[src/rtl/uart_tx_arbiter_pkg.sv]
// Shared definitions for the UART transmit arbiter: FSM encoding, requester slots, defaults.
package echo_pkg;

   typedef enum logic [1:0] {
      IDLE     = 2'd0,
      WAIT_RDY = 2'd1,
      STROBE   = 2'd2,
      WAIT_ACK = 2'd3
   } arb_state_e;

   localparam int REQ_SCAN   = 0;
   localparam int REQ_STATUS = 1;
   localparam int REQ_ECHO   = 2;
   localparam int REQ_DEBUG  = 3;

   localparam int NREQ_DEFAULT        = 4;
   localparam int ACK_TIMEOUT_DEFAULT = 16;

   // Round-robin successor of a requester index.
   function automatic int rr_next(input int idx, input int n);
      return (idx + 1) % n;
   endfunction

endpackage

[src/rtl/uart_tx_arbiter_if.sv]
// Requester byte streams plus the transmitter write port, as seen by the arbiter.
interface uart_tx_arbiter_if
   import echo_pkg::*;
#(
   parameter int NREQ = NREQ_DEFAULT
);
   logic [NREQ-1:0]   req_valid;
   logic [8*NREQ-1:0] req_data;
   logic [NREQ-1:0]   req_last;
   logic [NREQ-1:0]   req_ready;
   logic              tx_rdy;
   logic              data_wen;
   logic [7:0]        data;

   modport master (
      input  req_valid, req_data, req_last, tx_rdy,
      output req_ready, data_wen, data
   );

   modport slave (
      output req_valid, req_data, req_last, tx_rdy,
      input  req_ready, data_wen, data
   );
endinterface

[src/rtl/uart_tx_arbiter_rr_pick.sv]
// Rotating-priority search: first set request at or above start_i, wrapping modulo N.
module rr_pick #(
   parameter int N = 4,
   parameter int W = (N > 1) ? $clog2(N) : 1
) (
   input  logic [N-1:0] req_i,
   input  logic [W-1:0] start_i,
   output logic         found_o,
   output logic [W-1:0] idx_o
);
   logic [W-1:0] cand;

   always_comb begin
      // NOTE: every output gets a default before the loop so no path leaves it unassigned (no latch).
      found_o = 1'b0;
      idx_o   = '0;
      cand    = '0;
      // Walk from the farthest candidate down so the nearest one to start_i wins last.
      for (int k = N - 1; k >= 0; k--) begin
         cand = W'((int'(start_i) + k) % N);
         if (req_i[cand]) begin
            found_o = 1'b1;
            idx_o   = cand;
         end
      end
   end
endmodule

[src/rtl/uart_tx_arbiter.sv]
// Round-robin frame arbiter in front of a single UART transmitter write port.
// A granted requester keeps the transmitter until its byte flagged last has been accepted.
module uart_tx_arbiter
   import echo_pkg::*;
#(
   parameter int NREQ        = NREQ_DEFAULT,
   parameter int ACK_TIMEOUT = ACK_TIMEOUT_DEFAULT
) (
   input  logic                    clk,
   input  logic                    rst_n,
   uart_tx_arbiter_if.master       bus,
   output logic [$clog2(NREQ)-1:0] grant_id_o,
   output logic                    busy_o,
   output logic                    timeout_err_o
);
   localparam int IDW = $clog2(NREQ);
   localparam int TW  = $clog2(ACK_TIMEOUT + 1);

   arb_state_e      state_q;
   logic [IDW-1:0]  rr_ptr_q;
   logic [IDW-1:0]  grant_id_q;
   logic [TW-1:0]   timer_q;
   logic [TW-1:0]   timer_d;
   logic            is_last_q;
   logic            busy_q;
   logic            timeout_err_q;
   logic            data_wen_q;
   logic [7:0]      data_q;
   logic [NREQ-1:0] req_ready_q;

   logic            pick_found;
   logic [IDW-1:0]  pick_idx;
   logic            owner_valid;
   logic            owner_last;
   logic [7:0]      owner_data;
   logic            ack_timeout;
   logic            ack_done;

   rr_pick #(.N(NREQ), .W(IDW)) u_rr_pick (
      .req_i   (bus.req_valid),
      .start_i (rr_ptr_q),
      .found_o (pick_found),
      .idx_o   (pick_idx)
   );

   assign owner_valid = bus.req_valid[grant_id_q];
   assign owner_last  = bus.req_last[grant_id_q];
   assign owner_data  = bus.req_data[{grant_id_q, 3'b000} +: 8];

   // The timer counts tx_rdy-high cycles after the strobe; reaching ACK_TIMEOUT-1 gives up waiting.
   assign timer_d     = timer_q + 1'b1;
   assign ack_timeout = bus.tx_rdy && (timer_d == TW'(ACK_TIMEOUT - 1));
   assign ack_done    = !bus.tx_rdy || ack_timeout;

   always_ff @(posedge clk or negedge rst_n) begin
      if (!rst_n) begin
         state_q       <= IDLE;
         rr_ptr_q      <= '0;
         grant_id_q    <= '0;
         timer_q       <= '0;
         is_last_q     <= 1'b0;
         busy_q        <= 1'b0;
         timeout_err_q <= 1'b0;
         data_wen_q    <= 1'b1;
         data_q        <= '0;
         req_ready_q   <= '0;
      end else begin
         // NOTE: non-blocking assignments only, so every branch reads the pre-edge register values.
         req_ready_q   <= '0;
         data_wen_q    <= 1'b1;
         timeout_err_q <= 1'b0;
         unique case (state_q)
            IDLE: begin
               if (pick_found) begin
                  grant_id_q <= pick_idx;
                  busy_q     <= 1'b1;
                  state_q    <= WAIT_RDY;
               end
            end
            WAIT_RDY: begin
               // A gap in the owner's stream simply holds the lock here.
               if (bus.tx_rdy && owner_valid) begin
                  data_q                  <= owner_data;
                  data_wen_q              <= 1'b0;
                  req_ready_q[grant_id_q] <= 1'b1;
                  is_last_q               <= owner_last;
                  state_q                 <= STROBE;
               end
            end
            STROBE: begin
               timer_q <= '0;
               state_q <= WAIT_ACK;
            end
            WAIT_ACK: begin
               if (bus.tx_rdy) timer_q <= timer_d;
               timeout_err_q <= ack_timeout;
               if (ack_done) begin
                  if (is_last_q) begin
                     rr_ptr_q <= IDW'(rr_next(int'(grant_id_q), NREQ));
                     busy_q   <= 1'b0;
                     state_q  <= IDLE;
                  end else begin
                     state_q  <= WAIT_RDY;
                  end
               end
            end
            default: state_q <= IDLE;
         endcase
      end
   end

   assign bus.req_ready  = req_ready_q;
   assign bus.data_wen   = data_wen_q;
   assign bus.data       = data_q;
   assign grant_id_o     = grant_id_q;
   assign busy_o         = busy_q;
   assign timeout_err_o  = timeout_err_q;
endmodule

[src/flat_wrapper.sv]
// flat-port wrapper written by rule: the top's interface ports become plain ports
module uart_tx_arbiter_flat import echo_pkg::*;
#(
   parameter int NREQ        = NREQ_DEFAULT,
   parameter int ACK_TIMEOUT = ACK_TIMEOUT_DEFAULT
)
  (clk, rst_n, grant_id_o, busy_o, timeout_err_o, bus_req_valid, bus_req_data, bus_req_last, bus_tx_rdy, bus_req_ready, bus_data_wen, bus_data);
  uart_tx_arbiter_if #(.NREQ(NREQ)) bus_i ();
  input  logic clk;
  input  logic rst_n;
  output logic [$clog2(NREQ)-1:0] grant_id_o;
  output logic busy_o;
  output logic timeout_err_o;
  input wire logic [$bits(bus_i.req_valid)-1:0] bus_req_valid;
  input wire logic [$bits(bus_i.req_data)-1:0] bus_req_data;
  input wire logic [$bits(bus_i.req_last)-1:0] bus_req_last;
  input wire logic [$bits(bus_i.tx_rdy)-1:0] bus_tx_rdy;
  output wire logic [$bits(bus_i.req_ready)-1:0] bus_req_ready;
  output wire logic [$bits(bus_i.data_wen)-1:0] bus_data_wen;
  output wire logic [$bits(bus_i.data)-1:0] bus_data;
  assign bus_i.req_valid = bus_req_valid;
  assign bus_i.req_data = bus_req_data;
  assign bus_i.req_last = bus_req_last;
  assign bus_i.tx_rdy = bus_tx_rdy;
  assign bus_req_ready = bus_i.req_ready;
  assign bus_data_wen = bus_i.data_wen;
  assign bus_data = bus_i.data;
  uart_tx_arbiter #(.NREQ(NREQ), .ACK_TIMEOUT(ACK_TIMEOUT)) u_core (.clk(clk), .rst_n(rst_n), .bus(bus_i), .grant_id_o(grant_id_o), .busy_o(busy_o), .timeout_err_o(timeout_err_o));
endmodule
[config.mk]
export PLATFORM = sky130hd
export DESIGN_NAME = uart_tx_arbiter_flat
export DESIGN_NICKNAME = d
export VERILOG_FILES = /design/src/rtl/uart_tx_arbiter_pkg.sv /design/src/rtl/uart_tx_arbiter_if.sv /design/src/rtl/uart_tx_arbiter_rr_pick.sv /design/src/rtl/uart_tx_arbiter.sv /design/src/flat_wrapper.sv
export SDC_FILE = /design/constraint.sdc
export NUM_CORES = 1
export LEC_CHECK = 0
export ABC_CLOCK_PERIOD_IN_PS = 3800
export BUFFER_PORTS_ARGS = -buffer_cell sky130_fd_sc_hd__buf_4
export CAP_MARGIN = 20
export CORE_MARGIN = 1.5
export CORE_UTILIZATION = 25
export DETAILED_ROUTE_END_ITERATION = 7
export GPL_ROUTABILITY_DRIVEN = 0
export PLACE_DENSITY_LB_ADDON = 0.12
export SLEW_MARGIN = 10
export SYNTH_ARGS = -nofsm -noshare
export SYNTH_HDL_FRONTEND = slang
export SYNTH_HIERARCHICAL = 1
export SYNTH_SLANG_ARGS = --single-unit
[constraint.sdc]
create_clock -name clk -period 3.8 [get_ports clk]
set_input_delay 0.38 -clock clk [delete_from_list [all_inputs] [get_ports clk]]
set_output_delay 0.38 -clock clk [all_outputs]
set_load 0.01 [all_outputs]
Word-level counts from Yosys, hierarchy flattened:

Index checks and enable logic that the tools add are counted.

* bits in registers: 27
* bits in latches: 0
* word-level logic and storage cells: 83
* output and inout port bits: 17
* bits in writable memories: 0
* ROM bits: 0
* memories: 0

* multiply operators: 0
* add/sub/neg operators: 5
* bitwise operators: 0
* eq/ne operators: 9
* reductions and logical operators: 14
* shift operators: 1
* multiplexer cells: 38
* $lt $le $gt $ge: 6
* div/mod/pow operators: 0

Operators by type and width (count)
* indexed part select 32 x 6 -> 8 bit: 1
* 2-to-1 mux 1 bit: 18
* < comparator 2 x 3 -> 1 bit (second input constant): 5
* 2-to-1 mux 2 bit: 7
* binary-select mux 1 bit (select 2 bit): 6
* case mux 5 bit (2 select lines): 1
* 2-to-1 mux 4 bit: 2
* inequality test 2 x 1 -> 1 bit (second input constant): 4
* case mux 2 bit (4 select lines): 1
* AND reduction 2 bit: 3
* AND reduction 3 bit: 2
* adder 5 x 1 -> 5 bit (second input constant): 1
* == test 5 x 4 -> 1 bit (second input constant): 1
* 2-to-1 mux 5 bit: 1
* adder 2 x 1 -> 2 bit (second input constant): 2
* adder 2 bit (second input constant): 2
* == test 2 bit (second input constant): 2
* AND reduction 4 bit: 1
* nonzero test 2 bit: 2
* logical AND 1 bit: 3
* demux 1 bit (select 2 bit): 1
* == test 2 x 1 -> 1 bit (second input constant): 1
* greater-or-equal comparator 2 x 1 -> 1 bit (second input constant): 1
* zero test 2 bit: 1
* other kinds (4): 4

Longest topological paths before layout:

Gate-level depths: netlist of run 1.

* depth after elaboration: 9
* mapped depth: 6
* gate-level depth less buffers: 6

By module:

Netlist of run 1, hierarchy kept.

By module, submodules not included
* uart_tx_arbiter: sequential area each 676.9 µm², cells an instance 120, times used 1, area an instance 1541.5 µm²
* rr_pick: sequential area each 0.0 µm², cells an instance 13, times used 1, area an instance 77.6 µm²

Worst setup path after synthesis of run 1:

OpenSTA, ideal clock, no wires.

* path kind: register to register
* start point: register u_core.grant_id_q[0], in the netlist u_core/grant_id_o[0]
* end point: register u_core.data_q[0], in the netlist u_core/bus.data[0]
* path slack: 2.163 ns
* arrival: 1.512 ns
* cell stages (with the launch flop): 4
* clock period less this slack: 1.637 ns
* library setup time: 0.125 ns
* required time: 3.675 ns
* cells stage by stage: dfrtp_1 -> buf_4 -> mux4_2 -> mux2_2

* cells in the longest elaborated chain, start to end: 4

Ends and longest elaborated chain
* start, declared: line uart_tx_arbiter.sv:21 `logic [IDW-1:0] grant_id_q;`
* start signal, assigned: line uart_tx_arbiter.sv:75 `grant_id_q <= pick_idx;`
* parallel branches: the longest is 4 deep, another holds indexed part select 32 x 6 -> 8 bit
* end signal, assigned: line uart_tx_arbiter.sv:83 `data_q <= owner_data;`
* end, declared: line uart_tx_arbiter.sv:28 `logic [7:0] data_q;`

Several ways; the timed one is not identified. The select of a mux whose other input is x is not followed.
A chain may end at the register's enable or synchronous reset.

Worst setup path in the final report of run 1:

* start point: register u_core.grant_id_q[0], in the netlist u_core/grant_id_o[0]
* end point: register u_core.data_q[6], in the netlist u_core/bus.data[6]

The elaborated chain is that of the path after synthesis.

==> summary.md, run 1 <==
| Metric | Value |
|---|---|
| Final-layout worst hold slack | `-0.000533 ns` |
| Synthesis-to-finish area growth | `34.9%` |
| Slew at the pin closest to its max-slew limit | `0.810 ns` |
| Cell area power density | `650 mW/mm^2` |
| Highest clock frequency the design can meet | `484 MHz` |
| Worst clock skew | `0.00596 ns` |
| Antenna violations before repair | `0` |
| Global-route usage over all layers | `0.117` |
| Via count | `about 1300` |
| Data required time at the worst endpoint | `3.97 ns` |
| Count of cells along the worst register-to-register path | `4` |
| Worst flop-to-flop path startpoint | `u_core/grant_id_o[0]` |
| Largest net degree at the start of global routing | `28` |
| Kind of cell with the highest combined delay on the critical path | `flip-flops` |
| Number of gates given a new drive strength after cts | `0` |
| Ports | `60` |
| Cell-by-cell trace of the critical path | `mux2i_1 -> o22ai_2 -> nand2_4 -> mux2_2` |
| Max incr delay on CP | `0.88 ns` |
| Pins Over Slew Limit | `0` |
| TritonCTS clock tree | `built` |
| Class of the most critical setup path | `register to register` |
| Nets | `246` |
| Arrival @ worst endpoint | `2.24 ns` |
| Register-to-Register Setup Slack | `between 1.5 and 2 ns` |
| Initial standard-cell utilization of the core | `0.256` |
| Area of the die | `~0.007 mm^2` |
| Total count of hold-check failures in the final report | `3` |
| Flop and latch count out of synthesis | `27` |
| Leakage power | `1.03 nW` |
| Quantity of I/O buffers inserted on ports | `59` |
| Clk pin slew, worst setup/hold paths | `0.10 ns` |
| Ys Warns | `6` |
| Total negative setup slack | `0 ns` |
| Maximum Capacitance Violations | `0` |
| Number of failing setup endpoints in the final timing report | `0` |
| Number of synthesized flops with an enable pin | `0` |
| Violated checks | `negative hold slack` |
| Placement Rows | `29` |
| Setup bufs post-CTS | `0` |
| FILL cells | `647` |
| End of the worst register-to-register path | `u_core/bus.data[6]` |
| Clock Tree Buf Depth | `2` |
| Area of the multi-input gates | `892 um^2` |
| Synth Instances | `133` |
| Footprint of the flip-flops and latches | `just under 700 um^2` |
| Max-slew headroom | `0.460` |
| Average cell area after synthesis | `12.2 um^2` |
| Post-synthesis async set-or-reset flop share | `1.00` |
| Synth cell types | `37` |
| Post-Route WL | `3.94 mm` |
| Commonest cells after routing, fill and taps aside | `59 x buf_4, 26 x dfrtp_1, 14 x nand2_1` |
| Tightest Hold Check Type | `input pin to async pin` |
| Congestion Overflow GR | `0` |
| Final period utilization | `0.544` |
| HPWL after detailed placement | `roughly 3.1 mm` |
| Result of the run | `finished, violations left` |
| Number of diodes | `0` |
| Global-route wire length before repair | `approximately 6.6 mm` |
| Die span in y | `83.5 um` |
| Net count after synthesis | `186` |
| Top_reg_cell synth | `dfrtp_1` |
| Hold-fix buffer count after cts | `0` |
| Crit path max fanout | `16` |
| Element type at the critical path end | `register` |
| Clk sinks | `27` |
| Die width | `between 80 and 90 um` |
| Root Buffer | `clkbuf_8` |
| Setup repair after global routing missed its margin | `no` |
| Post-synthesis cell area | `~0.0016 mm^2` |
| Leading cell type in the layout, fill and taps excluded | `buf_4` |
| Count of TritonRoute iterations in the first routing pass | `4` |
| Routed via count divided by cell count | `4.81` |
| Number of global-route vias before repair | `between 1000 and 1500` |
| Number of violations reported at the end of detailed-routing iteration 0 | `36` |
| Count of nets left with antenna violations after detail routing | `0` |
| Clock period minus worst slack | `2.07 ns` |
| Count of unresolved DRC violations after routing | `0` |
| Clock latency on the worst-skew pair | `0.28 ns` |
| Core region area | `0.00631 mm^2` |
| Peak supply drop | `440 uV` |
| Layout cell share with drive strength beyond 1 | `0.474` |
| Crit path max-delay cell type | `dfrtp_1` |
| H-tree depth reported by CTS | `1` |
| Startpoint types | `register` |
| Share of synthesized area occupied by flip-flops and latches | `0.418` |
| DR WL/cell | `about 15 um` |
| Number of clock buffers inserted by TritonCTS | `3` |
| Worst path buffer plus inverter count | `0` |
registers in the layout, summed over array words and instances, names as in the netlist, 2 cells and up:
name,cells
u_core/bus.data,8
u_core/bus.req_ready,4
u_core/grant_id_o,2
u_core/rr_ptr_q,2
u_core/state_q,2
u_core/timer_q,5
cell type report:
type,count,area share
Multi-Input combinational cell,95,0.409
Sequential cell,27,0.310
Timing Repair Buffer,59,0.203
Tap cell,77,0.0441
Clock buffer,3,0.0189
Inverter,7,0.0120
Clock inverter,1,0.00344
routing by layer:
| layer | part of all wire | up-vias | global-route usage |
|---|---|---|---|
| li1 | - | 614 | - |
| met1 | 0.44 | 648 | 0.155 |
| met2 | 0.51 | 28 | 0.193 |
| met3 | 0.043 | 4 | 0.0307 |
| met4 | 0.0096 | 0 | 0.0268 |
| met5 | 0 | - | 0 |
cell families after synthesis:
family | synth area share
XOR/XNOR | 0.0325
buffers and inverters | 0.0309
AND/OR/NAND/NOR | 0.104
multiplexers | 0.243
adder cells (fa/ha/maj) | 0.0773
flip-flops | 0.418
AO/OA/AOI/OAI | 0.0935
cell usage after synthesis, types with 2 or more instances:
cell type,count,area share
xor2_1,6,0.032
dfrtp_1,26,0.40
mux2_2,13,0.090
nand3_1,2,0.0062
buf_4,2,0.0093
o21ai_0,2,0.0062
inv_1,6,0.014
o221ai_1,2,0.011
ha_1,10,0.077
mux4_2,9,0.13
nand2b_1,3,0.012
nand2_1,14,0.032
o22ai_1,4,0.015
nor2_1,5,0.012
and3_1,4,0.015
mux2i_1,3,0.019
nand4_1,2,0.0077
per-stage QoR:
step	cell area [um^2]	util	total power, mW	setup WS (ns)	cells
floorplan	1620	-	1.02	2.16	133
global placement	2130	0.338	1.24	1.81	265
detailed placement	2130	0.338	1.26	1.67	265
CTS	2180	0.346	1.44	1.66	269
global route	2180	0.346	1.54	1.52	269
finish	2180	0.346	1.42	1.73	269
worst max-delay path by stage:
stage	cells after the start	startpoint	slack, ns	end
5_1_grt	4	u_core/grant_id_o[0]	1.52	u_core/bus.data[6]
6_report	4	u_core/grant_id_o[0]	1.73	u_core/bus.data[6]
4_1_cts	4	u_core/grant_id_o[0]	1.66	u_core/is_last_q
2_1_floorplan	3	u_core/grant_id_o[0]	2.16	u_core/bus.data[0]
3_3_place_gp	4	u_core/grant_id_o[0]	1.81	u_core/bus.data[7]
3_5_place_dp	4	u_core/grant_id_o[0]	1.67	u_core/is_last_q
report_power, final:
group | internal, mW | switching, mW
Sequential | 0.398 | 0.154
Combinational | 0.405 | 0.290
Clock | 0.0746 | 0.0979
No activity file was read; power rests on OpenSTA's default activity.
==> run 2: changes to the inputs <==
- ABC_AREA: default -> 1
- ABC_CLOCK_PERIOD_IN_PS: 3800 -> 1660
- clock period: 3.8 -> 1.66 ns (I/O delays scaled with it)
==> run 2 against run 1 <==
Sequential power is 96% higher; worst setup slack worse by 1.6 ns; first-iteration DRC count is 44% higher; fmax is 38% higher; routed wire length is 19% higher; sequential cell count stayed put; clock skew is 0.00091 ns lower; the run now ends clean; largest power group unchanged.
==> summary.md, run 2 <==
| Metric | Value |
|---|---|
| Result of the run | `finished clean` |
| Total negative setup slack | `0 ns (unchanged)` |
| Antenna violations before repair | `0 (unchanged)` |
| HPWL after detailed placement | `3.63 mm (+18%)` |
| Flop and latch count out of synthesis | `27 (unchanged)` |
| Total count of hold-check failures in the final report | `0 (-3)` |
| Quantity of I/O buffers inserted on ports | `59 (unchanged)` |
| Leading cell types by count after synthesis | `54 x nand2_1, 32 x inv_1, 30 x nor2_1, 26 x dfrtp_1, 26 x o21ai_0` |
| Share of synthesized area occupied by flip-flops and latches | `0.367 (-0.0516)` |
| Share of the synthesized area in the top cell type | `0.352 (-0.0496)` |
| Synthesis-to-finish area growth | `33.7%` |
| Net Switching | `1.63 mW (+200%)` |
| Clock latency on the worst-skew pair | `0.28 ns (about the same)` |
| Number of global-route vias before repair | `1694 (+31%)` |
| Layout cell share with drive strength beyond 1 | `0.330 (-0.144)` |
| Data required time at the worst endpoint | `1.88 ns (-2.09 ns)` |
| Global-route wire length before repair | `7.93 mm (+20%)` |
| Internal portion of total power | `1.94 mW (+120%)` |
| Leakage power | `1.27 nW (+23%)` |
| Arrival @ worst endpoint | `1.72 ns (-0.52 ns)` |
| Kind of cell with the highest combined delay on the critical path | `flip-flops` |
| Core region area | `0.00721 mm^2 (+14%)` |
| Initial standard-cell utilization of the core | `0.256 (-0.000457)` |
| Area of the die | `0.00791 mm^2 (+14%)` |
| Ports | `60 (unchanged)` |
| Average cell area after synthesis | `7.45 um^2 (-39%)` |
| Register share of total power | `0.303 (-0.086)` |
| Count of nets left with antenna violations after detail routing | `0 (unchanged)` |
| Max-slew headroom | `0.752 (+0.292)` |
| Highest clock frequency the design can meet | `666 MHz (+38%)` |
| Setup repair after global routing missed its margin | `no` |
| Largest net degree at the start of global routing | `28 (unchanged)` |
| Number of failing setup endpoints in the final timing report | `0 (unchanged)` |
| Post-synthesis async set-or-reset flop share | `1.00 (unchanged)` |
| Maximum Capacitance Violations | `0 (unchanged)` |
| Worst path buffer plus inverter count | `2 (+2)` |
| Number of synthesized flops with an enable pin | `0 (unchanged)` |
| Count of unresolved DRC violations after routing | `0 (unchanged)` |
| FILL cells | `808 (+25%)` |
| Routed via count divided by cell count | `4.28 (-11%)` |
| Synth cell types | `28 (-24%)` |
| H-tree depth reported by CTS | `1 (unchanged)` |
| Peak supply drop | `516 uV (+17%)` |
| Top_reg_cell synth | `dfrtp_1` |
| Part of the total power dissipated in combinational logic | `0.585 (+0.095)` |
| Footprint of the flip-flops and latches | `678 um^2 (+0.18%)` |
| Startpoint types | `register` |
| Number of violations reported at the end of detailed-routing iteration 0 | `52 (+44%)` |
| Cells taking the most area after synthesis | `dfrtp_1 35%, nand2_1 11%, o21ai_0 7.0%, ha_1 6.8%, inv_1 6.5%` |
| Cell area power density | `1440 mW/mm^2 (+120%)` |
| Post-Route WL | `4.67 mm (+19%)` |
| Cell taking the most area after synthesis | `dfrtp_1` |
| Clock period minus worst slack | `1.50 ns (-0.566 ns)` |
| Crit path max fanout | `21 (+5)` |
| Relative contribution of the clock network to total power | `0.112 (-0.010)` |
| Clock Tree Buf Depth | `2 (unchanged)` |
| Most frequent cell after synthesis | `nand2_1` |
| Leading cell type in the layout, fill and taps excluded | `buf_4` |
| Number of clock buffers inserted by TritonCTS | `3 (unchanged)` |
| Switching power share of the total | `0.456 (+0.0742)` |
| Area of the multi-input gates | `966 um^2 (+8.3%)` |
| Worst clock skew | `0.00505 ns (-0.000911 ns)` |
| DR WL/cell | `11.4 um (-22%)` |
| Congestion Overflow GR | `0 (unchanged)` |
| TritonCTS clock tree | `built` |
| Commonest cells after routing, fill and taps aside | `68 x buf_4, 54 x nand2_1, 31 x inv_1` |
| Max incr delay on CP | `0.46 ns (-0.42 ns)` |
| Post-synthesis cell area | `0.00185 mm^2 (+14%)` |
| Root Buffer | `clkbuf_8` |
| Pins Over Slew Limit | `0 (unchanged)` |
| Ys Warns | `6 (unchanged)` |
| Clk sinks | `27 (unchanged)` |
| Net count after synthesis | `301 (+62%)` |
| Tightest Hold Check Type | `input pin to register` |
| Max FFs per register | `8 (unchanged)` |
| Nets | `366 (+49%)` |
| Element type at the critical path end | `register` |
| Via count | `1761 (+36%)` |
| Post-Route Utilization | `0.342 (-0.00347)` |
| Count of TritonRoute iterations in the first routing pass | `4 (unchanged)` |
| Synth Instances | `248 (+86%)` |
| Die width | `89.0 um (+6.6%)` |
| Number of diodes | `0 (unchanged)` |
| Clk pin slew, worst setup/hold paths | `0.10 ns (about the same)` |
| Final period utilization | `0.905 (+0.361)` |
| Slew at the pin closest to its max-slew limit | `0.372 ns (-0.438 ns)` |
| Placement Rows | `31 (+6.9%)` |
| Cell-by-cell trace of the critical path | `inv_2 -> o21ai_1 -> nand2_2 -> nand3_4 -> buf_4 -> nand2_1 -> o21ai_2` |
| Class of the most critical setup path | `register to register` |
| Crit path max-delay cell type | `dfrtp_1` |
| Global-route usage over all layers | `0.129 (+0.0123)` |
| Die span in y | `89.0 um (+6.6%)` |
==> run 2: what timing repair did <==
action,4_1_cts,5_1_grt
buffers inserted,0,1
hold endpoints to repair,26,0
setup endpoints to repair,0,5
hold buffers,1,0
gates resized for setup,0,5
==> run 2: worst reg2reg max path, cell delays in order, from the launching register on <==
cell and delay, ns:
dfrtp_1 0.46, inv_2 0.14, o21ai_1 0.19, nand2_2 0.11, nand3_4 0.08, buf_4 0.28, nand2_1 0.11, o21ai_2 0.07
==> run 2: logic make-up (layout without fill, tap and decap cells) <==
kind of cell	count (synthesis)	after routing	synth area share
buf+inv	44	108	0.114
simple gates	113	113	0.274
fa+ha+maj	10	10	0.0678
flops	27	27	0.367
compound gates	53	53	0.173
xor+xnor	1	1	0.00474
==> run 2: power by group through the flow <==
stage                     Sequential [mW]  Clock, mW  Combinational (mW)
after floorplan                      1.11          0                1.43
after global placement               1.09          0                2.10
after detailed placement             1.09          0                2.09
after CTS                            1.08      0.421                2.09
after global routing                 1.11      0.447                2.39
final                                1.08      0.400                2.09
==> run 2: routing by layer <==
metal | wire [um] | GRT usage | vias up | part of all wire
li1 | - | - | 925 | -
met1 | 2290 | 0.176 | 806 | 0.49
met2 | 2200 | 0.220 | 26 | 0.47
met3 | 137 | 0.0139 | 4 | 0.029
met4 | 51 | 0.0336 | 0 | 0.011
met5 | 0 | 0 | - | 0
==> run 2: worst paths after layout <==
path / start / end / slack [ns] / cells past startpoint
max: u_core/grant_id_o[0] / u_core/bus.data[6] / 0.16 / 7
min: bus_tx_rdy / u_core/is_last_q / 0.19 / 3
max reg2reg: u_core/grant_id_o[0] / u_core/bus.data[6] / 0.16 / 7
min reg2reg: u_core/busy_o / u_core/busy_o / 0.49 / 2
max in group asynchronous: rst_n / u_core/bus.data_wen / 1.01 / 2
min in group asynchronous: rst_n / u_core/bus.data[2] / 0.34 / 2
==> run 2: area by class of cell <==
cell class / count / share of cell area
clock buffer: 3 / 0.0167
clock inverter: 1 / 0.00304
inverter: 35 / 0.0537
multi-input combinational: 177 / 0.391
sequential: 27 / 0.275
tap: 99 / 0.0502
timing repair buffer: 69 / 0.211
==> run 2: metrics by stage <==
step | setup WS (ns) | power [mW] | hold slack [ns] | area, um^2 | std cells
6_report | 0.158 | 3.57 | 0.186 | 2470 | 411
5_1_grt | 0.00391 | 3.95 | 0.193 | 2470 | 411
4_1_cts | 0.0460 | 3.59 | 0.181 | 2450 | 410
3_5_place_dp | 0.0694 | 3.17 | 0.117 | 2390 | 405
3_3_place_gp | 0.104 | 3.19 | 0.115 | 2390 | 405
2_1_floorplan | 0.227 | 2.54 | -0.130 | 1850 | 248
